### config.mk
export PLATFORM = sky130hd
export DESIGN_NAME = alu4_seq_ctrl
export DESIGN_NICKNAME = d
export VERILOG_FILES = /design/src/rtl/alu4_seq_ctrl.sv
export SDC_FILE = /design/constraint.sdc
export NUM_CORES = 1
export LEC_CHECK = 0
export ABC_AREA = 1
export BUFFER_PORTS_ARGS = -buffer_cell sky130_fd_sc_hd__buf_2
export CAP_MARGIN = 20
export CORE_AREA = 2 2 62 79
export CTS_CLUSTER_SIZE = 10
export DETAILED_ROUTE_END_ITERATION = 10
export DIE_AREA = 0 0 64 81
export PLACE_DENSITY_LB_ADDON = 0.12
export SETUP_SLACK_MARGIN = 0.02
export SLEW_MARGIN = 30
export SYNTH_ARGS = -nofsm -noshare
export SYNTH_HDL_FRONTEND = slang
export SYNTH_SLANG_ARGS = --single-unit
### constraint.sdc
create_clock -name clk -period 3.18 [get_ports clk]
set_clock_uncertainty 0.1 [all_clocks]
set_input_delay 0.159 -clock clk [delete_from_list [all_inputs] [get_ports clk]]
set_output_delay 0.159 -clock clk [all_outputs]
set_load 0.02 [all_outputs]
### src/rtl/alu4_seq_ctrl.sv
// Nibble-serial controller that runs W = 4*NIBBLES-bit operations through one external 4-bit ALU slice.
// Optional build macro ALU_SEQ_SAT_EN: ADD/SUB results saturate on signed overflow.
module alu4_seq_ctrl #(
  parameter int NIBBLES = 2
) (
  input  logic                   clk,
  input  logic                   rst_n,
  input  logic                   cmd_valid,
  output logic                   cmd_ready,
  input  logic [2:0]             cmd_op,
  input  logic [4*NIBBLES-1:0]   cmd_a,
  input  logic [4*NIBBLES-1:0]   cmd_b,
  input  logic                   cmd_cin,
  output logic                   rsp_valid,
  input  logic                   rsp_ready,
  output logic [4*NIBBLES-1:0]   rsp_result,
  output logic                   rsp_carry,
  output logic                   rsp_overflow,
  output logic                   rsp_zero,
  output logic                   rsp_flag,
  output logic [3:0]             alu_a,
  output logic [3:0]             alu_b,
  output logic [2:0]             alu_c,
  output logic                   alu_cin,
  input  logic [3:0]             alu_result,
  input  logic                   alu_carry,
  input  logic                   alu_overflow,
  output logic [1:0]             dbg_state
);

  localparam int W  = 4 * NIBBLES;
  localparam int IW = (NIBBLES > 1) ? $clog2(NIBBLES) : 1;

  localparam logic [2:0] OP_ADD = 3'd0;
  localparam logic [2:0] OP_SUB = 3'd1;
  localparam logic [2:0] OP_NOT = 3'd2;
  localparam logic [2:0] OP_AND = 3'd3;
  localparam logic [2:0] OP_OR  = 3'd4;
  localparam logic [2:0] OP_XOR = 3'd5;
  localparam logic [2:0] OP_SLT = 3'd6;
  localparam logic [2:0] OP_SEQ = 3'd7;

  typedef enum logic [1:0] {
    S_IDLE = 2'd0,
    S_RUN  = 2'd1,
    S_DONE = 2'd2
  } state_t;

  // Handshakes: a transfer happens on a rising edge where valid and ready are both 1;
  // rsp_* are held stable from rsp_valid rising until the transfer completes.

  state_t          state, state_nxt;
  logic [2:0]      op_q;
  logic [W-1:0]    a_q, b_q, result_q, final_result;
  logic            cin_q, carry_q, fin_carry_q, fin_ovf_q;
  logic [IW-1:0]   idx;
  logic            last_nib, is_arith;
  logic [3:0]      a_nib, b_nib;

  assign dbg_state = state;
  assign last_nib  = (idx == IW'(NIBBLES - 1));
  assign is_arith  = (op_q == OP_ADD) || (op_q == OP_SUB) || (op_q == OP_SLT) || (op_q == OP_SEQ);
  assign a_nib     = a_q[4*idx +: 4];
  assign b_nib     = b_q[4*idx +: 4];

  always_ff @(posedge clk or negedge rst_n) begin
    if (!rst_n) state <= S_IDLE;
    else        state <= state_nxt;
  end

  always_comb begin
    state_nxt = state;
    cmd_ready = 1'b0;
    alu_a     = 4'h0;
    alu_b     = 4'h0;
    alu_c     = 3'b000;
    alu_cin   = 1'b0;
    case (state)
      S_IDLE: begin
        cmd_ready = rst_n;
        if (cmd_valid && rst_n) state_nxt = S_RUN;
      end
      S_RUN: begin
        alu_a = a_nib;
        if (is_arith) begin
          // Subtraction and compares are a + ~b + 1 through the adder function.
          alu_c = 3'b000;
          alu_b = (op_q == OP_ADD) ? b_nib : ~b_nib;
          if (idx == '0) alu_cin = (op_q == OP_ADD) ? cin_q : 1'b1;
          else           alu_cin = carry_q;
        end else begin
          alu_b = b_nib;
          case (op_q)
            OP_NOT:  alu_c = 3'b010;
            OP_AND:  alu_c = 3'b011;
            OP_OR:   alu_c = 3'b100;
            default: alu_c = 3'b101;
          endcase
        end
        if (last_nib) state_nxt = S_DONE;
      end
      S_DONE: begin
        if (rsp_ready) state_nxt = S_IDLE;
      end
      default: state_nxt = S_IDLE;
    endcase
  end

  always_ff @(posedge clk or negedge rst_n) begin
    if (!rst_n) begin
      op_q        <= 3'd0;
      a_q         <= '0;
      b_q         <= '0;
      cin_q       <= 1'b0;
      result_q    <= '0;
      carry_q     <= 1'b0;
      fin_carry_q <= 1'b0;
      fin_ovf_q   <= 1'b0;
      idx         <= '0;
    end else begin
      case (state)
        S_IDLE: begin
          if (cmd_valid) begin
            op_q     <= cmd_op;
            a_q      <= cmd_a;
            b_q      <= cmd_b;
            cin_q    <= cmd_cin;
            result_q <= '0;
            idx      <= '0;
          end
        end
        S_RUN: begin
          result_q[4*idx +: 4] <= alu_result;
          carry_q              <= alu_carry;
          if (last_nib) begin
            fin_carry_q <= alu_carry;
            fin_ovf_q   <= alu_overflow;
          end else begin
            idx <= idx + 1'b1;
          end
        end
        default: ;
      endcase
    end
  end

  always_comb begin
    final_result = result_q;
`ifdef ALU_SEQ_SAT_EN
    // Clamp toward the sign of a; compares keep the raw difference.
    if ((op_q == OP_ADD || op_q == OP_SUB) && fin_ovf_q)
      final_result = a_q[W-1] ? {1'b1, {(W-1){1'b0}}} : {1'b0, {(W-1){1'b1}}};
`endif
    rsp_valid    = 1'b0;
    rsp_result   = '0;
    rsp_carry    = 1'b0;
    rsp_overflow = 1'b0;
    rsp_zero     = 1'b0;
    rsp_flag     = 1'b0;
    if (state == S_DONE) begin
      rsp_valid  = 1'b1;
      rsp_result = final_result;
      rsp_zero   = (final_result == '0);
      if (is_arith) begin
        rsp_carry    = fin_carry_q;
        rsp_overflow = fin_ovf_q;
      end
      if (op_q == OP_SLT) rsp_flag = result_q[W-1] ^ fin_ovf_q;
      if (op_q == OP_SEQ) rsp_flag = (result_q == '0);
    end
  end

endmodule

## After elaboration in Yosys (flattened, before gate mapping)

Cells that the tools add are included.

| cells by class | value |
|---|---|
| equal/unequal tests | 12 |
| bitwise gates (word level) | 2 |
| multiply operators | 0 |
| reduce and logical (&&, ||, !) cells | 12 |
| add/sub/neg operators | 2 |
| divide/modulo/power cells | 0 |
| mux-type cells | 32 |
| shift operators | 4 |
| magnitude comparators | 0 |

Operators by type and width:

| cell | count |
|---|---|
| 3-bit negation with 34-bit output | 1 |
| 4-bit by 34-bit variable shift with 8-bit output, first input constant | 1 |
| 4-bit by 34-bit indexed part select with 8-bit output | 1 |
| 1-bit two-way mux | 16 |
| 4-bit two-way mux | 4 |
| 8-bit two-way mux | 2 |
| 8-bit one-hot mux with 2 select lines | 1 |
| 8-bit by 4-bit indexed part select with 4-bit output | 2 |
| 3-bit == test, second input constant | 3 |
| 3-bit one-hot mux with 3 select lines | 1 |
| 8-bit bitwise mux | 1 |
| 8-bit logical NOT | 1 |
| 2-bit inequality test, second input constant | 4 |
| 3-bit by 2-bit == test with 1-bit output, second input constant | 2 |
| 2-bit two-way mux | 3 |
| 3-bit two-way mux | 2 |
| 2-bit one-hot mux with 3 select lines | 1 |
| 2-bit AND reduction | 3 |
| 4-bit inverter | 1 |
| 3-bit by 1-bit == test with 1-bit output, second input constant | 1 |
| 3-bit logical NOT | 1 |
| 1-bit logical OR | 3 |
| 3-bit AND reduction | 1 |
| 2-bit by 1-bit == test with 1-bit output, second input constant | 1 |
| 7 further kinds | 7 |

| storage, ports and cells | value |
|---|---|
| input port bits | 30 |
| memories kept | 0 |
| RAM bits | 0 |
| output and inout bits | 28 |
| logic and storage cells | 74 |
| register bits | 34 |
| latch bits | 0 |
| bits in read-only memories | 0 |

## Depth between registers and ports, before layout

| logic depth | value |
|---|---|
| word-level depth | 6 |
| mapped depth | 6 |
| mapped depth without buffers | 6 |

## Worst setup path after synthesis

Ideal clock, no wire load.

| timing path | value |
|---|---|
| path type | register -> output |
| start point | register state[1], in the netlist dbg_state[1] |
| end point | output rsp_overflow |
| cell stages (with the launch flop) | 6 |
| arrival | 1.367 ns |
| required time | 2.921 ns |
| path slack | 1.554 ns |
| cells stage by stage | dfrtp_1 > inv_2 > nor2_4 > inv_1 > buf_4 > nor3_2 |

| on the way | value |
|---|---|
| word-level cells in the longest chain between the ends | 2 |

RTL lines:

| element | RTL line | source |
|---|---|---|
| start, declared | 52 | `state_t state, state_nxt;` |
| start signal, assigned | 68 | `else state <= state_nxt;` |
| 2-bit == test | 160 | `if (state == S_DONE) begin` |
| 1-bit two-way mux | 160 |  |
| end, declared | 18 | `output logic rsp_overflow,` |

No other way between the ends.

## Worst setup path in the final report

| timing path | value |
|---|---|
| start point | register state[0], in the netlist dbg_state[0] |
| end point | output alu_cin |

| on the way | value |
|---|---|
| word-level cells in the longest chain between the ends | 2 |

RTL lines:

| element | RTL line | source |
|---|---|---|
| 2-bit by 1-bit == test with 1-bit output | 78 | `case (state)` |
| 1-bit two-way mux | 78 |  |
| end, declared | 24 | `output logic alu_cin,` |

No other way between the ends.

==> qor.txt <==
Most frequent cells in the layout = nand2_1 (88), buf_2 (57), dfrtp_1 (34)
Mapped Cells = 228
Worst hold slack = 0.01238 ns
Fin util = 51.63%
Final hold violations = 0
Mapped Nets = 258
Synthesis-to-layout area growth = 35.54%
Post-placement cell count = 340
DR DRC count = 0
Synth warnings = 0
Syn avg cell area = 7.551 µm²
Wire per inst = 11.30 µm
Via count of the routed design = 1641
Status = finished clean
FF+latch count, synth = 34
# Max-Cap Violations = 0
Seq/Total Area, Yosys = 49.42%
Post-synthesis cell type count = 20
Fin Setup TNS = 0 ns
Critical path class = reg2out
Final worst slack = 1.280 ns
Post_cts resized = 0
RSZ-0062 raised after global routing = false
CTS Sinks = 34
Row Count = 28
Maximum VDD drop = 0.0003432 V
Most area-consuming cells after synthesis = dfrtp_1 (49%), nand2_1 (19%), nor2_1 (7.0%), inv_1 (5.9%), o21ai_0 (4.1%)
Worst EP arrival = 1.64 ns
Fin. max-slew vios = 0
Placed cell areas = 2042 µm²
Synth top area share = 49.42%
Share of cells above drive strength 1 = 24.68%
CTS tree = yes
Hold Path Class = in2reg
1st-iter DRT viols = 38
Die width = 64 µm
Post-Syn Area = 1722 µm²
Placer Congestion = 0.7800
Final wirelength = 4.160 mm
Required time of the critical path = 2.92 ns
Max FO, Critical Path = 11
DIE HEIGHT = 81 µm
Largest net degree at the start of global routing = 29
CTS Buf Count = 5
Global-route wire length before repair = 6.989 mm
ANT nets after route = 0
Final period util = 59.75%
Num ports = 58
CP endpoint kind = output port
CTS clk-pin slew, worst paths = 0.07 ns
Commonest non-fill, non-tap cell in the layout = nand2_1
DP HPWL = 2.978 mm
Peak Freq = 526.3 MHz
Root buffer cell = clkbuf_8
Initial Utilization = 38.10%
Largest area contributor in the netlist = dfrtp_1
GRT overflow = 0
PortBufs = 57
Power Density = 910.1 nW/µm²
GR Util All Layers = 17.73%
Setup WS pre-CTS = 1.574 ns
Fin nets = 337
Total Power = 2.124 mW
Initial antenna violation count = 0
Die area = 5184 µm²
Worst-Margin Slew = 0.4246 ns
P_leak = 1.294 nW
H-tree Lvls = 2
Cell Count, Final, Fillers Out = 368
CP Launch Type = flip-flop
# Post-CTS Setup Buffers = 0
# setup viols final = 0
Tmin final = 1.900 ns
Design area = 2333 µm²
Vias in the first global route = 1620
Vias per cell = 4.459
Clock tree buffer depth = 2
Slew HR = 71.69%
Core ar. = 4519 µm²
Ant diodes = 0
DRT Pass-1 Iters = 4
Clock latency on the worst-skew pair = 0.29 ns
Fillers = 443
synthesized netlist by cell type, drive strengths merged:
| library cell | number |
|---|---|
| buf | 6 |
| dfrtp | 34 |
| inv | 30 |
| nor3 | 4 |
| o22ai | 8 |
| nand3 | 3 |
| nor2 | 34 |
| nand2 | 89 |
| a21oi | 5 |
| o21ai | 15 |
worst max-delay path, stage by stage, from the launching register on:
cell	delay, ns
dfrtp_1	0.43
inv_2	0.10
nor2_4	0.18
inv_1	0.22
nor2_1	0.14
nand2_1	0.06
nor2_1	0.07
buf_2	0.16
cells by family after synthesis:
group / after synthesis / share of synthesized area [%]
AOI/OAI and AO/OA: 28 / 8.939
buffers and inverters: 36 / 9.448
DFF: 34 / 49.42
and+or+nand+nor: 130 / 32.20
metal layers:
metal	vias up	track usage, %	share of wire [%]
met2	45	30.94	52
met1	734	20.39	41
li1	856	-	-
met3	6	4.709	5.3
met4	0	7.826	1.5
met5	-	0	0
power breakdown:
part           switching [mW]  internal [mW]  total (mW)
clock                   0.155          0.175       0.329
sequential              0.129          0.635       0.764
combinational           0.701          0.330        1.03
worst paths after layout:
check | startpoint | to | slack (ns) | cells after the start
min reg2reg | a_q[5]$_DFFE_PN0P_ | a_q[5]$_DFFE_PN0P_ | 0.38 | 2
max in group asynchronous | rst_n | a_q[2]$_DFFE_PN0P_ | 2.19 | 3
max reg2reg | idx$_DFFE_PN0P_ | final_result[2]$_DFFE_PN0P_ | 1.61 | 4
min in group asynchronous | rst_n | b_q[4]$_DFFE_PN0P_ | 0.16 | 2
min | cmd_b[4] | b_q[4]$_DFFE_PN0P_ | 0.01 | 3
max | dbg_state[0]$_DFFE_PN0P_ | alu_cin | 1.28 | 7
state kept, by name (all words and copies together), names as in the netlist:
signal	cells
a_q	8
b_q	8
final_result	8
op_q	3
dbg_state	2
carry_q	1
cin_q	1
fin_carry_q	1
fin_ovf_q	1
idx	1
layout make-up:
type	instances	area (µm²)	area share [%]
multi-input combinational	158	708.2	30.35
clock buffer	7	86.33	3.700
inverter	30	115.1	4.933
tap	60	75.07	3.217
sequential	34	850.8	36.46
timing repair buffer	78	493.0	21.13
clock inverter	1	5.005	0.2145
repair_timing:
item | CTS | global route
hold buffers | 20 | 0
endpoints found under the setup margin | 0 | 0
endpoints found under the hold margin | 26 | 0
Power figures use the tool's default switching activity.
